**src/rtl/ascon_pkg.sv**
```systemverilog
// Shared definitions for the ASCON-128 AEAD phase sequencer: FSM states,
// state-source select encodings and permutation round counts.
package ascon_pkg;

    typedef enum logic [3:0] {
        S_IDLE,
        S_LOAD,
        S_INIT,
        S_INIT_K,
        S_AD_ABS,
        S_AD_PERM,
        S_SEP,
        S_PT_ABS,
        S_PT_PERM,
        S_FIN_K,
        S_FINAL,
        S_TAG
    } state_t;

    localparam logic [2:0] SEL_HOLD = 3'd0;
    localparam logic [2:0] SEL_LOAD = 3'd1;
    localparam logic [2:0] SEL_AD   = 3'd2;
    localparam logic [2:0] SEL_PT   = 3'd3;
    localparam logic [2:0] SEL_KEY  = 3'd4;
    localparam logic [2:0] SEL_SEP  = 3'd5;

    localparam logic [3:0] ROUNDS_A = 4'd12;
    localparam logic [3:0] ROUNDS_B = 4'd6;

    localparam logic [63:0] ASCON_IV = 64'h80400c0600000000;

    // States that launch the permutation core and wait for its completion.
    function automatic logic is_perm_state(state_t s);
        return (s == S_INIT) || (s == S_AD_PERM) || (s == S_PT_PERM) || (s == S_FINAL);
    endfunction

endpackage

```
**src/rtl/ascon_blk_cnt.sv**
```systemverilog
// Block counter for one AD or PT stream: tracks the block index and derives
// the valid-byte count and last-block flag from the loaded byte length.
module ascon_blk_cnt
    import ascon_pkg::*;
#(
    parameter int LEN_W = 8,
    parameter int IDX_W = 6
) (
    input  logic             clk,
    input  logic             rst,
    input  logic             load,
    input  logic [LEN_W-1:0] len,
    input  logic             inc,
    output logic [IDX_W-1:0] idx,
    output logic [3:0]       bytes,
    output logic             last
);

    logic [LEN_W-1:0] len_q;
    logic [IDX_W-1:0] idx_q;

    always_ff @(posedge clk or posedge rst) begin
        if (rst) begin
            len_q <= '0;
            idx_q <= '0;
        end else if (load) begin
            len_q <= len;
            idx_q <= '0;
        end else if (inc) begin
            idx_q <= idx_q + 1'b1;
        end
    end

    // The final block always exists and carries len mod 8 bytes, possibly zero.
    always_comb begin
        idx   = idx_q;
        last  = (idx_q == IDX_W'(len_q[LEN_W-1:3]));
        bytes = last ? {1'b0, len_q[2:0]} : 4'd8;
    end

endmodule

```
**src/rtl/ascon_aead_seq.sv**
```systemverilog
// ASCON-128 AEAD phase sequencer: steps a shared permutation core through
// init, AD absorption, PT encryption and finalization.
module ascon_aead_seq
    import ascon_pkg::*;
#(
    parameter int LEN_W = 8,
    parameter int IDX_W = 6
) (
    input  logic             clk,
    input  logic             rst,
    input  logic             start,
    input  logic [LEN_W-1:0] ad_len,
    input  logic [LEN_W-1:0] pt_len,
    input  logic             perm_done,
    output logic             perm_start,
    output logic [3:0]       perm_rounds,
    output logic [2:0]       sel,
    output logic [IDX_W-1:0] blk_idx,
    output logic [3:0]       blk_bytes,
    output logic             pad_en,
    output logic             ct_valid,
    output logic             tag_valid,
    output logic             busy,
    output logic             done
);

    state_t           state;
    state_t           next_state;
    logic             entry_q;
    logic             ad_nonzero_q;
    logic [LEN_W-1:0] pt_len_q;

    logic             cnt_load;
    logic [LEN_W-1:0] cnt_len;
    logic             cnt_inc;
    logic [IDX_W-1:0] cnt_idx;
    logic [3:0]       cnt_bytes;
    logic             cnt_last;
    logic             perm_ack;

    ascon_blk_cnt #(
        .LEN_W(LEN_W),
        .IDX_W(IDX_W)
    ) u_blk_cnt (
        .clk  (clk),
        .rst  (rst),
        .load (cnt_load),
        .len  (cnt_len),
        .inc  (cnt_inc),
        .idx  (cnt_idx),
        .bytes(cnt_bytes),
        .last (cnt_last)
    );

    // entry_q marks the first cycle of any state; perm states use it to launch
    // the core once and to ignore a perm_done already high on entry.
    always_ff @(posedge clk or posedge rst) begin
        if (rst) begin
            state        <= S_IDLE;
            entry_q      <= 1'b0;
            ad_nonzero_q <= 1'b0;
            pt_len_q     <= '0;
        end else begin
            state   <= next_state;
            entry_q <= (next_state != state);
            if (state == S_IDLE && start) begin
                ad_nonzero_q <= (ad_len != '0);
                pt_len_q     <= pt_len;
            end
        end
    end

    assign perm_ack = perm_done && !entry_q;

    always_comb begin
        next_state = state;
        cnt_load   = 1'b0;
        cnt_len    = ad_len;
        cnt_inc    = 1'b0;
        case (state)
            S_IDLE: begin
                if (start) begin
                    cnt_load   = 1'b1;
                    next_state = S_LOAD;
                end
            end
            S_LOAD:   next_state = S_INIT;
            S_INIT:   if (perm_ack) next_state = S_INIT_K;
            S_INIT_K: next_state = ad_nonzero_q ? S_AD_ABS : S_SEP;
            S_AD_ABS: next_state = S_AD_PERM;
            S_AD_PERM: begin
                if (perm_ack) begin
                    cnt_inc    = 1'b1;
                    next_state = cnt_last ? S_SEP : S_AD_ABS;
                end
            end
            S_SEP: begin
                cnt_load   = 1'b1;
                cnt_len    = pt_len_q;
                next_state = S_PT_ABS;
            end
            S_PT_ABS: next_state = cnt_last ? S_FIN_K : S_PT_PERM;
            S_PT_PERM: begin
                if (perm_ack) begin
                    cnt_inc    = 1'b1;
                    next_state = S_PT_ABS;
                end
            end
            S_FIN_K:  next_state = S_FINAL;
            S_FINAL:  if (perm_ack) next_state = S_TAG;
            S_TAG:    next_state = S_IDLE;
            default:  next_state = S_IDLE;
        endcase
    end

    // Outputs depend only on registered state and counters.
    always_comb begin
        perm_start  = 1'b0;
        perm_rounds = 4'd0;
        sel         = SEL_HOLD;
        ct_valid    = 1'b0;
        tag_valid   = 1'b0;
        done        = 1'b0;
        busy        = (state != S_IDLE);
        blk_idx     = busy ? cnt_idx : '0;
        blk_bytes   = busy ? cnt_bytes : 4'd0;
        pad_en      = busy && cnt_last;
        if (is_perm_state(state) && entry_q) begin
            perm_start  = 1'b1;
            perm_rounds = (state == S_INIT || state == S_FINAL) ? ROUNDS_A : ROUNDS_B;
        end
        case (state)
            S_LOAD:   sel = SEL_LOAD;
            S_INIT_K: sel = SEL_KEY;
            S_AD_ABS: sel = SEL_AD;
            S_SEP:    sel = SEL_SEP;
            S_PT_ABS: begin
                sel      = SEL_PT;
                ct_valid = 1'b1;
            end
            S_FIN_K:  sel = SEL_KEY;
            S_TAG: begin
                tag_valid = 1'b1;
                done      = 1'b1;
            end
            default:  sel = SEL_HOLD;
        endcase
    end

endmodule

```
**config.mk**
```make
export PLATFORM = sky130hd
export DESIGN_NAME = ascon_aead_seq
export DESIGN_NICKNAME = d
export VERILOG_FILES = /design/src/rtl/ascon_pkg.sv /design/src/rtl/ascon_blk_cnt.sv /design/src/rtl/ascon_aead_seq.sv
export SDC_FILE = /design/constraint.sdc
export NUM_CORES = 1
export LEC_CHECK = 0
export ABC_AREA = 0
export CELL_PAD_IN_SITES_DETAIL_PLACEMENT = 1
export CELL_PAD_IN_SITES_GLOBAL_PLACEMENT = 1
export CORE_MARGIN = 2
export CORE_UTILIZATION = 39
export CTS_CLUSTER_SIZE = 10
export DETAILED_ROUTE_END_ITERATION = 8
export GPL_TIMING_DRIVEN = 0
export MAX_ROUTING_LAYER = met4
export PLACE_DENSITY_LB_ADDON = 0.1
export SYNTH_ARGS = -nofsm -noshare
export SYNTH_HDL_FRONTEND = slang
export SYNTH_SLANG_ARGS = --single-unit
```
**constraint.sdc**
```tcl
create_clock -name clk -period 5.9 [get_ports clk]
set_clock_uncertainty 0.1 [all_clocks]
set_input_delay 1.77 -clock clk [delete_from_list [all_inputs] [get_ports clk]]
set_output_delay 1.77 -clock clk [all_outputs]
set_load 0.005 [all_outputs]
```
Word level (Yosys, flattened, before mapping) --
Cells that the tools add are included.
Operators by class: add/subtract/negate cells 1, equality and inequality tests 13, multiplexer cells 25, reductions and logical operators 15
Operators by type and width (number):
- $pmux 4 s11 | 1
- $mux 4 | 9
- $mux 6 | 3
- $eq 4x3->1 const B | 4
- $eq 4x4->1 const B | 4
- $pmux 3 s5 | 1
- $eq 4x2->1 const B | 2
- $mux 8 | 1
- $reduce_bool 8->1 | 1
- $mux 1 | 7
- $add 6x1->6 const B | 1
- $eq 6x5->1 | 1
- $eq 4x1->1 const B | 1
- $logic_and 1x1->1 | 4
- $logic_not 4->1 | 1
- $logic_or 1x1->1 | 4
- $mux 2 | 2
- $ne 4x4->1 | 1
- $reduce_bool 4->1 | 1
- $reduce_or 2->1 | 2
- $pmux 1 s2 | 1
- $reduce_bool 2->1 | 1
- $logic_not 1->1 | 1
Word-level totals: register bits after elaboration 28, input port bits 20, output and inout bits 23, logic and storage cells 60

Depth between registers and ports, before layout --
depth after elaboration 6, mapped depth 8, depth with buffers taken out 6

Hierarchy --
From an unflattened synthesis, not the netlist that was laid out.
Second synthesis, totals: cells, all modules 161, area, all modules 1654.1 sq um
By module, submodules not included:
- ascon_aead_seq | instances 1, cells each 108, area an instance 998.5 sq um, seq. area each 350.3 sq um
- ascon_blk_cnt | instances 1, cells each 53, area an instance 655.6 sq um, seq. area each 350.3 sq um

Worst setup path after synthesis --
Ideal clock, no wire load.
path kind register to output, from register state[3], to output perm_rounds[2], data arrival time 1416 ps, required time 4030 ps, setup slack 2614 ps, cell stages (with the launch flop) 7, path buffers 2, cells stage by stage dfrtp_1 -> buf_2 -> nor2b_1 -> mux2i_1 -> nor3b_1 -> or2_2 -> buf_4
On the way: cells in the longest elaborated chain, start to end 6, elaborated cells on any way between the ends 9, classes of those cells eq/ne (4); mux (1); reduce/logical (4)
RTL lines:
- start, declared | RTL line ascon_aead_seq.sv:27 | state_t state;
- start signal, assigned | RTL line ascon_aead_seq.sv:64 | state <= next_state;
- $eq 4x2->1 / $eq 4x3->1 (equally long branches) | RTL line ascon_pkg.sv:34 | return (s == S_INIT) || (s == S_AD_PERM) || (s == S_PT_PERM) || (s == S_FINAL);
- $logic_or 1x1->1 (2 in a row) | RTL line ascon_pkg.sv:34
- $logic_or 1x1->1 * | RTL line ascon_pkg.sv:34
- $logic_and 1x1->1 * | RTL line ascon_aead_seq.sv:128 | if (is_perm_state(state) && entry_q) begin
- $mux 4 * | RTL line ascon_aead_seq.sv:128
- end, declared | RTL line ascon_aead_seq.sv:16 | output logic [3:0] perm_rounds,
Mark *: on every way between the ends. The rest lies on a longest branch, timed or not.

Worst setup path in the final report --
from register u_blk_cnt.idx_q[1] (netlist: u_blk_cnt.idx[1]), to output blk_bytes[2]
On the way: cells in the longest elaborated chain, start to end 3
RTL lines:
- start, declared | RTL line ascon_blk_cnt.sv:20 | logic [IDX_W-1:0] idx_q;
- start signal, assigned | RTL line ascon_blk_cnt.sv:30 | idx_q <= idx_q + 1'b1;
- $eq 6x5->1 | RTL line ascon_blk_cnt.sv:37 | last = (idx_q == IDX_W'(len_q[LEN_W-1:3]));
- $mux 4 | RTL line ascon_blk_cnt.sv:38 | bytes = last ? {1'b0, len_q[2:0]} : 4'd8;
- $mux 4 | RTL line ascon_aead_seq.sv:126 | blk_bytes = busy ? cnt_bytes : 4'd0;
- end, declared | RTL line ascon_aead_seq.sv:19 | output logic [3:0] blk_bytes,
Every way passes these cells.

==> impl_metrics.py <==
metrics = {
    "logic_synthesis": {
        "yosysTopAreaCellShare": 0.427,
        "synth_largest_area_cell": "dfrtp_1",
        "yosys_warnings": 0,
        "synth_area_leaders": "dfrtp_1 43%, mux2i_1 5.5%, mux2_2 5.5%",
        "syn_nets": 190,
        "ys_seq_elements": 28,
        "syn_area_sq_mm": 0.00164,
        "syn_area_per_cell_sq_um": 9.72,
        "ys_seq_area_frac": 0.427,
        "syn_inst": 169,
        "ys_types": 40,
    },
    "floorplan": {
        "num_rows": 23,
        "core-area_sq_mm": 0.00403,
        "die_h_um": 68.9,
        "num_io_pins": 43,
        "die_x_um": 68.9,
        "die-area_sq_mm": 0.00475,
        "start_util": 0.408,
    },
    "run_status": {
        "status": "finished clean",
    },
    "place": {
        "io_buffers": 41,
        "hpwl_um": 3400,
        "place_congestion": 0.871,
        "place_area_sq_mm": 0.00212,
    },
    "finish": {
        "fin_area_sq_mm": 0.00219,
        "fin_nets": 236,
        "area_growth_syn_to_layout_pct": 33.1,
        "diodes": 0,
        "layout-drive-gt1-share": 0.126,
    },
    "detailed_routing": {
        "drt_iter0_drc": 102,
        "via_per_inst": 5.30,
        "vias": 1399,
        "drc": 0,
        "drt_wl_total_um": 4330,
        "dr.pass1.iters": 4,
        "wl_per_cell_um": 16.4,
        "ant_nets": 0,
    },
    "clock_tree": {
        "clk_pin_slew_ns": 0.11,
        "clock_sinks": 28,
        "postCtsResizedCells": 0,
        "post-cts-setup-buffers": 0,
        "clock_latency_ns": 0.28,
        "cts_buffers": 3,
        "clockBufferDepth": 2,
        "clockRootBuffer": "clkbuf_8",
        "tritoncts": "built",
        "htreeDepth": 1,
        "cts_hold_buffers": 0,
    },
    "pwr": {
        "leakagePower_nw": 0.937,
        "p_total_mw": 1.04,
        "powerDensity_mw_per_mm2": 475,
        "peakVddDrop_mv": 0.196,
    },
    "sta": {
        "slew_violations": 0,
        "finalSetupViolations": 0,
        "worstMarginPinSlew_ns": 1.11,
        "period_needed_ns": 4.25,
        "fmax_mhz": 235,
        "worst_slew_margin_rel": 0.256,
        "rsz0062_at_grt": "no",
        "post-route-period-util": 0.721,
        "hold_violations": 0,
        "tns_ns": 0,
    },
    "critical_path": {
        "r2r-start": "state[3]",
        "cp-end-kind": "primary output",
        "crit_required_ns": 4.03,
        "startpoint_type": "register",
        "crit_type": "reg -> out",
        "reg2reg_slack_ns": 3.60,
        "cp.arrival_ns": 2.38,
        "r2r_cells": 5,
        "reg2reg_to": "u_blk_cnt.len_q[0]",
        "crit_fanout": 5,
    },
    "global_route": {
        "grt_pass1_wl_um": 7310,
        "grt_max_degree": 29,
        "grt.overflow.total": 0,
        "grtUsageTotal": 0.212,
        "grt_pass1_vias": 1497,
        "antenna_found_initial": 0,
    },
    "min_path": {
        "worstHoldPathType": "reg -> reg",
        "hp-start": "pt_len_q[4]",
        "worst_hold_path.endpoint": "u_blk_cnt.len_q[4]",
        "hold_depth": 2,
    },
    "flow_run": {
        "maxCapViolCount": 0,
    },
}
-- where the power goes --
group          internal [mW]  leakage (nW)  switching [mW]
clock                 0.0909        0.0357          0.0642
sequential             0.271         0.347          0.0571
combinational          0.287         0.554           0.269
-- worst max-delay path by stage --
stage,startpoint,endpoint,slack [ns],cells past startpoint
2_1_floorplan,state[3],perm_rounds[2],2.61,6
3_3_place_gp,u_blk_cnt.idx[1],blk_bytes[2],1.96,6
3_5_place_dp,u_blk_cnt.idx[1],blk_bytes[2],1.90,6
4_1_cts,u_blk_cnt.idx[1],blk_bytes[2],1.57,6
5_1_grt,u_blk_cnt.idx[1],blk_bytes[2],1.49,6
6_report,u_blk_cnt.idx[1],blk_bytes[2],1.65,6
-- worst max-delay path, cell delays in order (launching register included) --
cell and delay, ns:
dfrtp_1 0.47, xnor2_1 0.20, nand4_1 0.11, or3_4 0.41, nor2_1 0.23, and2_1 0.18
clkdlybuf4s50_1 0.50
-- through the flow --
step,cells,hold WS [ns],utilization,setup WS [ns]
detailed placement,260,0.375,0.525,1.90
global placement,260,0.356,0.525,1.96
global route,264,0.429,0.543,1.49
CTS,264,0.402,0.543,1.57
finish,264,0.397,0.543,1.65
floorplan,169,0.344,-,2.61
-- Yosys cell counts (all sizes together) --
master / count
nand4: 4
nor3: 2
nor4: 3
or2: 1
and2: 4
or3: 2
o2bb2ai: 1
nand2: 20
o41ai: 1
nor2b: 11
nand2b: 4
ha: 1
and3: 1
xor2: 4
o22ai: 1
nand3: 1
o21ai: 11
mux2i: 9
clkbuf: 2
a211oi: 1
conb: 1
xnor2: 7
o311ai: 1
nor3b: 3
buf: 8
nor4b: 1
o32ai: 1
dfrtp: 28
inv: 3
a31oi: 2
nor2: 13
a21oi: 5
mux2: 8
a21o: 4
-- state kept, by name, indices dropped and copies added (netlist names) --
signal and flops:
ad_nonzero_q 1, state 4, pt_len_q 8, u_blk_cnt.len_q 8, entry_q 1, u_blk_cnt.idx 6
-- kinds of logic (layout without fill, tap and decap cells) --
family	after synthesis	count (layout)	synth area share
adder cells (fa/ha/maj)	1	1	0.00761
AO/OA/AOI/OAI	28	28	0.113
other	1	1	0.00228
flip-flops	28	28	0.427
buffers and inverters	13	58	0.0472
AND/OR/NAND/NOR	70	70	0.235
XOR/XNOR	11	11	0.0586
multiplexers	17	17	0.110
-- per-layer routing --
layer	part of all wire	track usage	vias to the layer above
met5	0	-	-
met4	0.012	0.0539	0
met3	0.024	0.0260	4
met2	0.53	0.379	23
met1	0.43	0.252	704
li1	-	-	668
-- cells in the final DEF (no fill, tap or decap), types with 2 or more instances in the layout --
cell | netlist | layout
clkbuf_8 | 0 | 3
clkdlybuf4s50_1 | 0 | 41
a21o_1 | 4 | 4
nor4_1 | 2 | 2
and2_1 | 4 | 4
mux2_2 | 8 | 8
nand4_1 | 4 | 4
nor2b_1 | 11 | 11
nor3b_1 | 3 | 3
nand2b_1 | 4 | 4
buf_4 | 5 | 5
clkbuf_1 | 2 | 2
mux2i_1 | 9 | 9
inv_1 | 3 | 3
a31oi_1 | 2 | 2
dfrtp_1 | 28 | 28
a21oi_1 | 5 | 5
buf_2 | 2 | 2
xor2_1 | 4 | 4
xnor2_1 | 7 | 7
o21ai_0 | 11 | 11
nand2_1 | 19 | 19
nor2_1 | 13 | 13
-- area by class of cell --
cell class	count	area, sq um
buffer	10	66.3
clock buffer	3	41.3
clock inverter	1	30.0
fill	468	1840
inverter	3	11.3
multi-input combinational	128	865
sequential	28	701
tap	50	62.6
timing repair buffer	41	410
No activity file was read; power rests on OpenSTA's default activity.
